File: src/rtl/decode_round_controller.sv
// decode_round_controller: sequences one decoding round across the PE mesh.
// Captures a syndrome, broadcasts it, pulses start_offer, waits for the mesh
// to stay quiet for IDLE_CYCLES cycles, pulses stop_offer, then signals done.
// Optional feature macro: DECODE_TIMEOUT_EN adds an offer-phase watchdog
// (MAX_CYCLES) that forces the round to stop and flags timeout_out.
module decode_round_controller #(
    parameter int unsigned NUM_PE        = 16,
    parameter int unsigned SETTLE_CYCLES = 4,
    parameter int unsigned IDLE_CYCLES   = 8,
    parameter int unsigned CYCLE_WIDTH   = 16
`ifdef DECODE_TIMEOUT_EN
    ,
    parameter int unsigned MAX_CYCLES    = 4096
`endif
) (
    input  logic                   clk,
    input  logic                   reset,
    input  logic [NUM_PE-1:0]      meas_value_in,
    input  logic                   meas_valid_in,
    output logic                   meas_ready_out,
    output logic [NUM_PE-1:0]      measurement_value_out,
    output logic                   measurement_valid_out,
    output logic                   start_offer,
    output logic                   stop_offer,
    input  logic [NUM_PE-1:0]      busy_in,
    output logic                   done_out,
    output logic                   busy_out,
    output logic                   timeout_out,
    output logic [CYCLE_WIDTH-1:0] cycle_count_out
);

    localparam int unsigned SETTLE_W = $clog2(SETTLE_CYCLES + 1);
    localparam int unsigned QUIET_W  = $clog2(IDLE_CYCLES + 1);
    localparam logic [SETTLE_W-1:0] SETTLE_LAST = SETTLE_W'(SETTLE_CYCLES - 1);
    localparam logic [QUIET_W-1:0]  QUIET_LIMIT = QUIET_W'(IDLE_CYCLES);

    typedef enum logic [2:0] {
        S_IDLE   = 3'd0,
        S_LOAD   = 3'd1,
        S_SETTLE = 3'd2,
        S_OFFER  = 3'd3,
        S_STOP   = 3'd4,
        S_DONE   = 3'd5
    } state_e;

    state_e                 state_q, state_d;
    logic [SETTLE_W-1:0]    settle_cnt_q, settle_cnt_d;
    logic [QUIET_W-1:0]     quiet_cnt_q, quiet_cnt_d;
    logic [CYCLE_WIDTH-1:0] cycle_cnt_q, cycle_cnt_d;
    logic [NUM_PE-1:0]      meas_vec_q, meas_vec_d;
    logic                   meas_ready_q, meas_ready_d;
    logic                   meas_valid_q, meas_valid_d;
    logic                   start_q, start_d;
    logic                   stop_q, stop_d;
    logic                   done_q, done_d;
    logic                   busy_q, busy_d;
`ifdef DECODE_TIMEOUT_EN
    logic                   timeout_q, timeout_d;
`endif

    logic                   any_busy;
    logic [SETTLE_W-1:0]    settle_nxt;
    logic [QUIET_W-1:0]     quiet_nxt;
    logic [CYCLE_WIDTH-1:0] cycle_inc;

    // Next-state, counters and registered-output decode
    always_comb begin
        state_d      = state_q;
        settle_cnt_d = settle_cnt_q;
        quiet_cnt_d  = quiet_cnt_q;
        cycle_cnt_d  = cycle_cnt_q;
        meas_vec_d   = meas_vec_q;
        start_d      = 1'b0;
`ifdef DECODE_TIMEOUT_EN
        timeout_d    = timeout_q;
`endif
        any_busy   = |busy_in;
        settle_nxt = settle_cnt_q + 1'b1;
        quiet_nxt  = quiet_cnt_q + 1'b1;
        // cycle_count_out reads as cycles elapsed since start_offer, saturating
        cycle_inc  = (cycle_cnt_q == {CYCLE_WIDTH{1'b1}}) ? cycle_cnt_q
                                                          : cycle_cnt_q + 1'b1;

        case (state_q)
            S_IDLE: begin
                if (meas_valid_in && meas_ready_q) begin
                    meas_vec_d = meas_value_in;
`ifdef DECODE_TIMEOUT_EN
                    timeout_d  = 1'b0;
`endif
                    state_d    = S_LOAD;
                end
            end
            S_LOAD: begin
                state_d      = S_SETTLE;
                settle_cnt_d = '0;
                start_d      = (SETTLE_LAST == '0);
            end
            S_SETTLE: begin
                if (settle_cnt_q == SETTLE_LAST) begin
                    state_d     = S_OFFER;
                    quiet_cnt_d = '0;
                    cycle_cnt_d = CYCLE_WIDTH'(1);
                end else begin
                    settle_cnt_d = settle_nxt;
                    start_d      = (settle_nxt == SETTLE_LAST);
                end
            end
            S_OFFER: begin
                cycle_cnt_d = cycle_inc;
                quiet_cnt_d = any_busy ? '0 : quiet_nxt;
                // quiescence wins over the watchdog when both land together
                if (!any_busy && (quiet_nxt == QUIET_LIMIT)) begin
                    state_d = S_STOP;
                end
`ifdef DECODE_TIMEOUT_EN
                else if (32'(cycle_inc) >= MAX_CYCLES) begin
                    state_d   = S_STOP;
                    timeout_d = 1'b1;
                end
`endif
            end
            S_STOP:  state_d = S_DONE;
            S_DONE:  state_d = S_IDLE;
            default: state_d = S_IDLE;
        endcase

        meas_ready_d = (state_d == S_IDLE);
        meas_valid_d = (state_d == S_LOAD);
        stop_d       = (state_d == S_STOP);
        done_d       = (state_d == S_DONE);
        busy_d       = (state_d != S_IDLE);
    end

    // State and output registers, synchronous reset to all-zero outputs
    always_ff @(posedge clk) begin
        if (reset) begin
            state_q      <= S_IDLE;
            settle_cnt_q <= '0;
            quiet_cnt_q  <= '0;
            cycle_cnt_q  <= '0;
            meas_vec_q   <= '0;
            meas_ready_q <= 1'b0;
            meas_valid_q <= 1'b0;
            start_q      <= 1'b0;
            stop_q       <= 1'b0;
            done_q       <= 1'b0;
            busy_q       <= 1'b0;
`ifdef DECODE_TIMEOUT_EN
            timeout_q    <= 1'b0;
`endif
        end else begin
            state_q      <= state_d;
            settle_cnt_q <= settle_cnt_d;
            quiet_cnt_q  <= quiet_cnt_d;
            cycle_cnt_q  <= cycle_cnt_d;
            meas_vec_q   <= meas_vec_d;
            meas_ready_q <= meas_ready_d;
            meas_valid_q <= meas_valid_d;
            start_q      <= start_d;
            stop_q       <= stop_d;
            done_q       <= done_d;
            busy_q       <= busy_d;
`ifdef DECODE_TIMEOUT_EN
            timeout_q    <= timeout_d;
`endif
        end
    end

    assign meas_ready_out        = meas_ready_q;
    assign measurement_value_out = meas_vec_q;
    assign measurement_valid_out = meas_valid_q;
    assign start_offer           = start_q;
    assign stop_offer            = stop_q;
    assign done_out              = done_q;
    assign busy_out              = busy_q;
    assign cycle_count_out       = cycle_cnt_q;
`ifdef DECODE_TIMEOUT_EN
    assign timeout_out           = timeout_q;
`else
    assign timeout_out           = 1'b0;
`endif

endmodule

File: config.mk
export PLATFORM = sky130hd
export DESIGN_NAME = decode_round_controller
export DESIGN_NICKNAME = d
export VERILOG_FILES = /design/src/rtl/decode_round_controller.sv
export SDC_FILE = /design/constraint.sdc
export NUM_CORES = 1
export LEC_CHECK = 0
export CORE_UTILIZATION = 30
export DETAILED_ROUTE_END_ITERATION = 16
export GPL_ROUTABILITY_DRIVEN = 0
export PLACE_DENSITY = 0.55
export SLEW_MARGIN = 20
export SYNTH_ARGS = -nofsm -noshare
export SYNTH_HDL_FRONTEND = slang
export SYNTH_SLANG_ARGS = --single-unit
File: constraint.sdc
create_clock -name clk -period 2.4 [get_ports clk]
set_clock_uncertainty 0.15 [all_clocks]
set_input_delay 0.36 -clock clk [delete_from_list [all_inputs] [get_ports clk]]
set_output_delay 0.36 -clock clk [all_outputs]
set_load 0.05 [all_outputs]
Yosys cells after proc, flatten, opt, wreduce, memory -nomap -nowiden
Cells that the tools add are included.
{"block": "op_classes", "n_addsub": 3, "eq_ne": 14, "muxes": 12, "n_bitwise": 1, "reduce_logical": 14}
{"operator": "two-way mux 16 bit", "n": 2}
{"operator": "one-hot mux 16 bit (2 select lines)", "n": 1}
{"operator": "adder 16 x 1 -> 16 bit, second input constant", "n": 1}
{"operator": "equality test 16 bit, second input constant", "n": 1}
{"operator": "OR reduction 16 bit", "n": 1}
{"operator": "one-hot mux 3 bit (5 select lines)", "n": 1}
{"operator": "equality test 3 x 2 -> 1 bit, second input constant", "n": 4}
{"operator": "two-way mux 3 bit", "n": 4}
{"operator": "equality test 3 bit, second input constant", "n": 3}
{"operator": "two-way mux 4 bit", "n": 2}
{"operator": "one-hot mux 4 bit (2 select lines)", "n": 1}
{"operator": "equality test 3 x 1 -> 1 bit, second input constant", "n": 2}
{"operator": "zero test 3 bit", "n": 2}
{"operator": "!= test 2 bit, second input constant", "n": 3}
{"operator": "one-hot mux 3 bit (2 select lines)", "n": 1}
{"operator": "AND reduction 2 bit", "n": 3}
{"operator": "adder 4 x 1 -> 4 bit, second input constant", "n": 1}
{"operator": "equality test 4 bit, second input constant", "n": 1}
{"operator": "nonzero test 2 bit", "n": 2}
{"operator": "adder 3 x 1 -> 3 bit, second input constant", "n": 1}
{"operator": "AND reduction 3 bit", "n": 1}
{"operator": "nonzero test 3 bit", "n": 1}
{"operator": "OR reduction 3 bit", "n": 1}
{"operator": "logical AND 1 bit", "n": 2}
{"operator": "2 further kinds", "n": 2}
{"block": "word_totals", "regBits": 48, "inputBits": 35, "output_inout_bits": 39, "wordCells": 55}

Depth between registers and ports, before layout
{"block": "logic_depth", "word_depth": 6, "depth_mapped": 8, "ltp_nobuf": 7}

Worst setup path before layout
OpenSTA, ideal clock, no wires.
{"block": "synth_timing", "kind": "register -> register", "start": "register cycle_cnt_q[0], in the netlist cycle_count_out[0]", "end": "register cycle_cnt_q[13], in the netlist cycle_count_out[13]", "setup_ps": 123, "t_arrival_ps": 2186, "t_required_ps": 2127, "setup_slack_ps": -59, "path_stages_with_launch": 8, "path_buffers": 1, "period_less_slack_ps": 2459, "path_cell_list": "dfxtp_1 -> ha_1 -> clkbuf_1 -> nand2_1 -> nor4_4 -> a211oi_4 -> nand4_1 -> mux2_1"}
{"block": "synth_between", "elab_chain_cells": 3, "word_cells_on_any_way": 6, "classes_between": "add/sub: 1; eq/ne: 2; mux: 2; reduce/logical: 1"}
{"element": "start, declared", "line_no": "49", "source": "logic [CYCLE_WIDTH-1:0] cycle_cnt_q, cycle_cnt_d;"}
{"element": "start signal, assigned", "line_no": "156", "source": "cycle_cnt_q <= cycle_cnt_d;"}
{"element": "adder 16 x 1 -> 16 bit or equality test 16 bit (tied branches)", "line_no": "82, 81"}
{"element": "two-way mux 16 bit or != test 2 bit (tied branches)"}
{"element": "one-hot mux 16 bit (2 select lines) or AND reduction 3 bit (tied branches)"}
Parallel ways exist; a longest one is shown, timed or not. The select of a mux whose other input is x is not followed.
A chain may end at the register's enable or synchronous reset.

Final worst setup path
{"block": "layout_timing", "start": "register settle_cnt_q[0]", "end": "register cycle_cnt_q[13], in the netlist cycle_count_out[13]"}
{"block": "layout_between", "elab_chain_cells": 3}
{"element": "start, declared", "line_no": "47", "source": "logic [SETTLE_W-1:0] settle_cnt_q, settle_cnt_d;"}
{"element": "start signal, assigned", "line_no": "154", "source": "settle_cnt_q <= settle_cnt_d;"}
{"element": "equality test 3 x 2 -> 1 bit", "line_no": "100", "source": "if (settle_cnt_q == SETTLE_LAST) begin"}
{"element": "!= test 2 bit (no line)"}
{"element": "AND reduction 3 bit (no line)"}
Every way passes these cells.

==> impl_metrics.yaml <==
run_status:
  outcome: "completed"
layout:
  multi_input_area_mm2: 0.001201
  final_cells: 450
  layout_common_cells: "clkdlybuf4s50_1, nand2_1, dfxtp_1"
  seq_area_um2: 963.4
  n_antenna_cell: 0
  fillers: 730
  final_net_count: 391
  layout_commonest_cell: "clkdlybuf4s50_1"
  syn_to_final_growth_pct: 43.88
  drive_gt1_share_pct: 9.972
route:
  detail-route-antenna-nets: 0
  vias_per_cell: 4.700
  vias: 2115
  routed_wl_mm: 5.438
  first_iter_violations: 86
  drc_errors: 0
  drtPass1Iterations: 4
  post_drt_wl_per_cell_um: 12.08
setup_path:
  worst_ep_arrival_time_ps: 2320
  cp_slowest_cell: "or3_1"
  crit_family: "simple AND/OR/NAND/NOR gates"
  reg2regPathDepth: 7
  crit_path_end_kind: "flop"
  cp_max_fo: 8
  worstReg2RegEnd: "cycle_count_out[13]"
  slowest_delay_ps: 530
  path_buf_inv: 0
  critPathKind: "reg -> reg"
  worstPathRequired_ps: 2440
  path_common_cell: "ha_1"
  reg2reg_slack_ps: 110
  r2r-start: "settle_cnt_q[0]"
  crit_chain: "ha_1, ha_1, nor2_1, or3_1, a211oi_4, nand4_1, mux2_1"
  crit_path_start_kind: "flop"
hold_path:
  min-delay-start: "measurement_value_out[12]"
  min_delay_path_depth: 2
  hold_path.class: "reg -> reg"
  holdPathEnd: "measurement_value_out[12]"
pwr:
  p_comb_share_pct: 22.7
  netSwitchingFraction_pct: 29.84
  p_clk_share_pct: 31.9
  power.static_leakage_nw: 1.116
  power.net_switching_uw: 560.4
  powerDensity_mw_per_mm2: 577.4
  seqPwrFrac_pct: 45.4
  power.internal_mw: 1.318
  peakVddDrop_uv: 242.9
global_routing:
  grt_usage_pct: 14.28
  grt_antenna_before_repair: 0
  grt_overflow_total: 0
  grt_max_degree: 19
  grt_pass1_wl_mm: 8.742
  grt_pass1_vias: 1874
timing:
  rsz0062_at_grt: "no"
  fin_crit_sh_pct: 95.33
  max_slew_margin_pct: 61.75
  fmax_mhz: 437.1
  setup_violations: 0
  setup_ws_ps: 112.1
  worstMarginPinSlew_ps: 572.3
  setup_tns_ps: 0
  drv_slew: 0
  holdWs_ps: 306.4
  timing_hold_violations_final: 0
  min_period_ps: 2288
floorplan:
  start_util_pct: 31.17
  placementRows: 31
  die_y_um: 88.81
  die_x_um: 88.81
  coreArea_mm2: 0.007253
  ios: 74
  dieArea_mm2: 0.007887
synthesis:
  synthesis.area_mm2: 0.002261
  seq_area_frac_synth_pct: 42.50
  syn_area_per_cell_um2: 8.312
  synth_seq_cells: 48
  synth_edf_count: 0
  syn-num-nets: 313
  syn_inst: 272
  synthFlopType: "dfxtp_1"
  async_flop_share_pct: 0
  yosysUniqueCellTypes: 46
  synth.yosys.warnings: 0
cts:
  cts-root-buf: "clkbuf_8"
  postCtsSetupBuffers: 0
  holdBufCountCts: 0
  cts_tree: "built"
  cts_made_buffers: 5
  clkSinkCount: 48
  cts_resized: 0
  clk_latency_ps: 310
  htreeDepth: 2
  clockBufferDepth: 2
  clkTransAtPathRegs_ps: 90
flow_run:
  drv_cap: 0
placement:
  hpwl_mm: 4.034
  numPlacedInstances: 442
  dp_slack_ps: 141.5
  portBuffers: 72
per-stage QoR:
| step | power [mW] | area, µm² | utilization (%) |
|---|---|---|---|
| after CTS | 1.908 | 3253 | 44.85 |
| after floorplan | 1.132 | 2263 | - |
| after global routing | 1.973 | 3253 | 44.85 |
| after global placement | 1.299 | 3137 | 43.25 |
| final | 1.878 | 3253 | 44.85 |
| after detailed placement | 1.301 | 3137 | 43.25 |
logic make-up (layout without fill, tap and decap cells):
group	Yosys count	after routing	synth area share (%)
AO/OA/AOI/OAI	50	50	14.56
XOR/XNOR	10	10	3.874
adder cells (fa/ha/maj)	6	6	3.320
buffers and inverters	21	100	4.649
flip-flops	48	48	42.50
multiplexers	5	5	2.269
other	1	1	0.1659
AND/OR/NAND/NOR	131	131	28.67
worst register-to-register path, stage by stage (launching register included):
cell and delay (ps):
dfxtp_1 380, ha_1 170, ha_1 160, nor2_1 80, or3_1 530, a211oi_4 260
nand4_1 130, mux2_1 320
worst max-delay path by stage:
stage	start	to	slack [ps]	depth (start not counted)
after global routing	settle_cnt_q[0]	cycle_count_out[13]	30	7
after floorplan	cycle_count_out[10]	cycle_count_out[13]	20	6
after CTS	settle_cnt_q[0]	cycle_count_out[13]	110	7
final	settle_cnt_q[0]	cycle_count_out[13]	110	7
after detailed placement	settle_cnt_q[0]	cycle_count_out[13]	140	7
after global placement	settle_cnt_q[0]	cycle_count_out[13]	190	7
layer usage:
layer	track usage [%]	vias up	share of wire (%)
li1	-	1103	-
met1	17.61	957	47
met2	23.99	48	46
met3	3.731	7	5.3
met4	5.132	0	1.4
met5	0	-	0
cells in the mapped netlist (2+ instances only):
library cell / instances / area (µm²)
a2111oi_2: 2 / 30.03
a211oi_1: 3 / 22.52
a21oi_1: 28 / 140.1
and3_1: 5 / 31.28
and4_1: 2 / 17.52
buf_1: 2 / 7.510
buf_2: 6 / 30.03
buf_6: 2 / 22.52
clkbuf_1: 4 / 15.01
dfxtp_1: 48 / 960.9
ha_1: 6 / 75.07
inv_1: 6 / 22.52
mux2i_1: 4 / 40.04
nand2_1: 48 / 180.2
nand2b_1: 3 / 18.77
nand3_1: 6 / 30.03
nand3b_1: 2 / 15.01
nand4_1: 6 / 37.54
nor2_1: 29 / 108.9
nor2_2: 2 / 12.51
nor2b_1: 2 / 12.51
nor3_1: 5 / 25.02
nor3b_1: 2 / 15.01
nor4_1: 11 / 68.82
o21ai_0: 6 / 30.03
or3_1: 4 / 25.02
xnor2_1: 8 / 70.07
xor2_1: 2 / 17.52
power by group through the flow:
stage	Clock [mW]	Sequential (mW)	Combinational [mW]
floorplan	0	0.983	0.150
global placement	0	0.871	0.428
finish	0.599	0.853	0.426
CTS	0.624	0.853	0.431
global route	0.656	0.858	0.458
detailed placement	0	0.872	0.429
registers in the layout, indices dropped and copies added (netlist names):
register	cells
state_q	3
start_offer	1
done_out	1
stop_offer	1
measurement_value_out	16
measurement_valid_out	1
meas_ready_out	1
cycle_count_out	16
quiet_cnt_q	4
settle_cnt_q	3
busy_out	1
cell type report:
| class | instances | area share, % |
|---|---|---|
| clock inverter | 3 | 1.462 |
| timing repair buffer | 86 | 25.38 |
| tap | 99 | 3.808 |
| clock buffer | 5 | 2.115 |
| sequential | 48 | 29.62 |
| multi-input combinational | 203 | 36.92 |
| inverter | 6 | 0.6923 |
(Power assumes the default switching activity.)
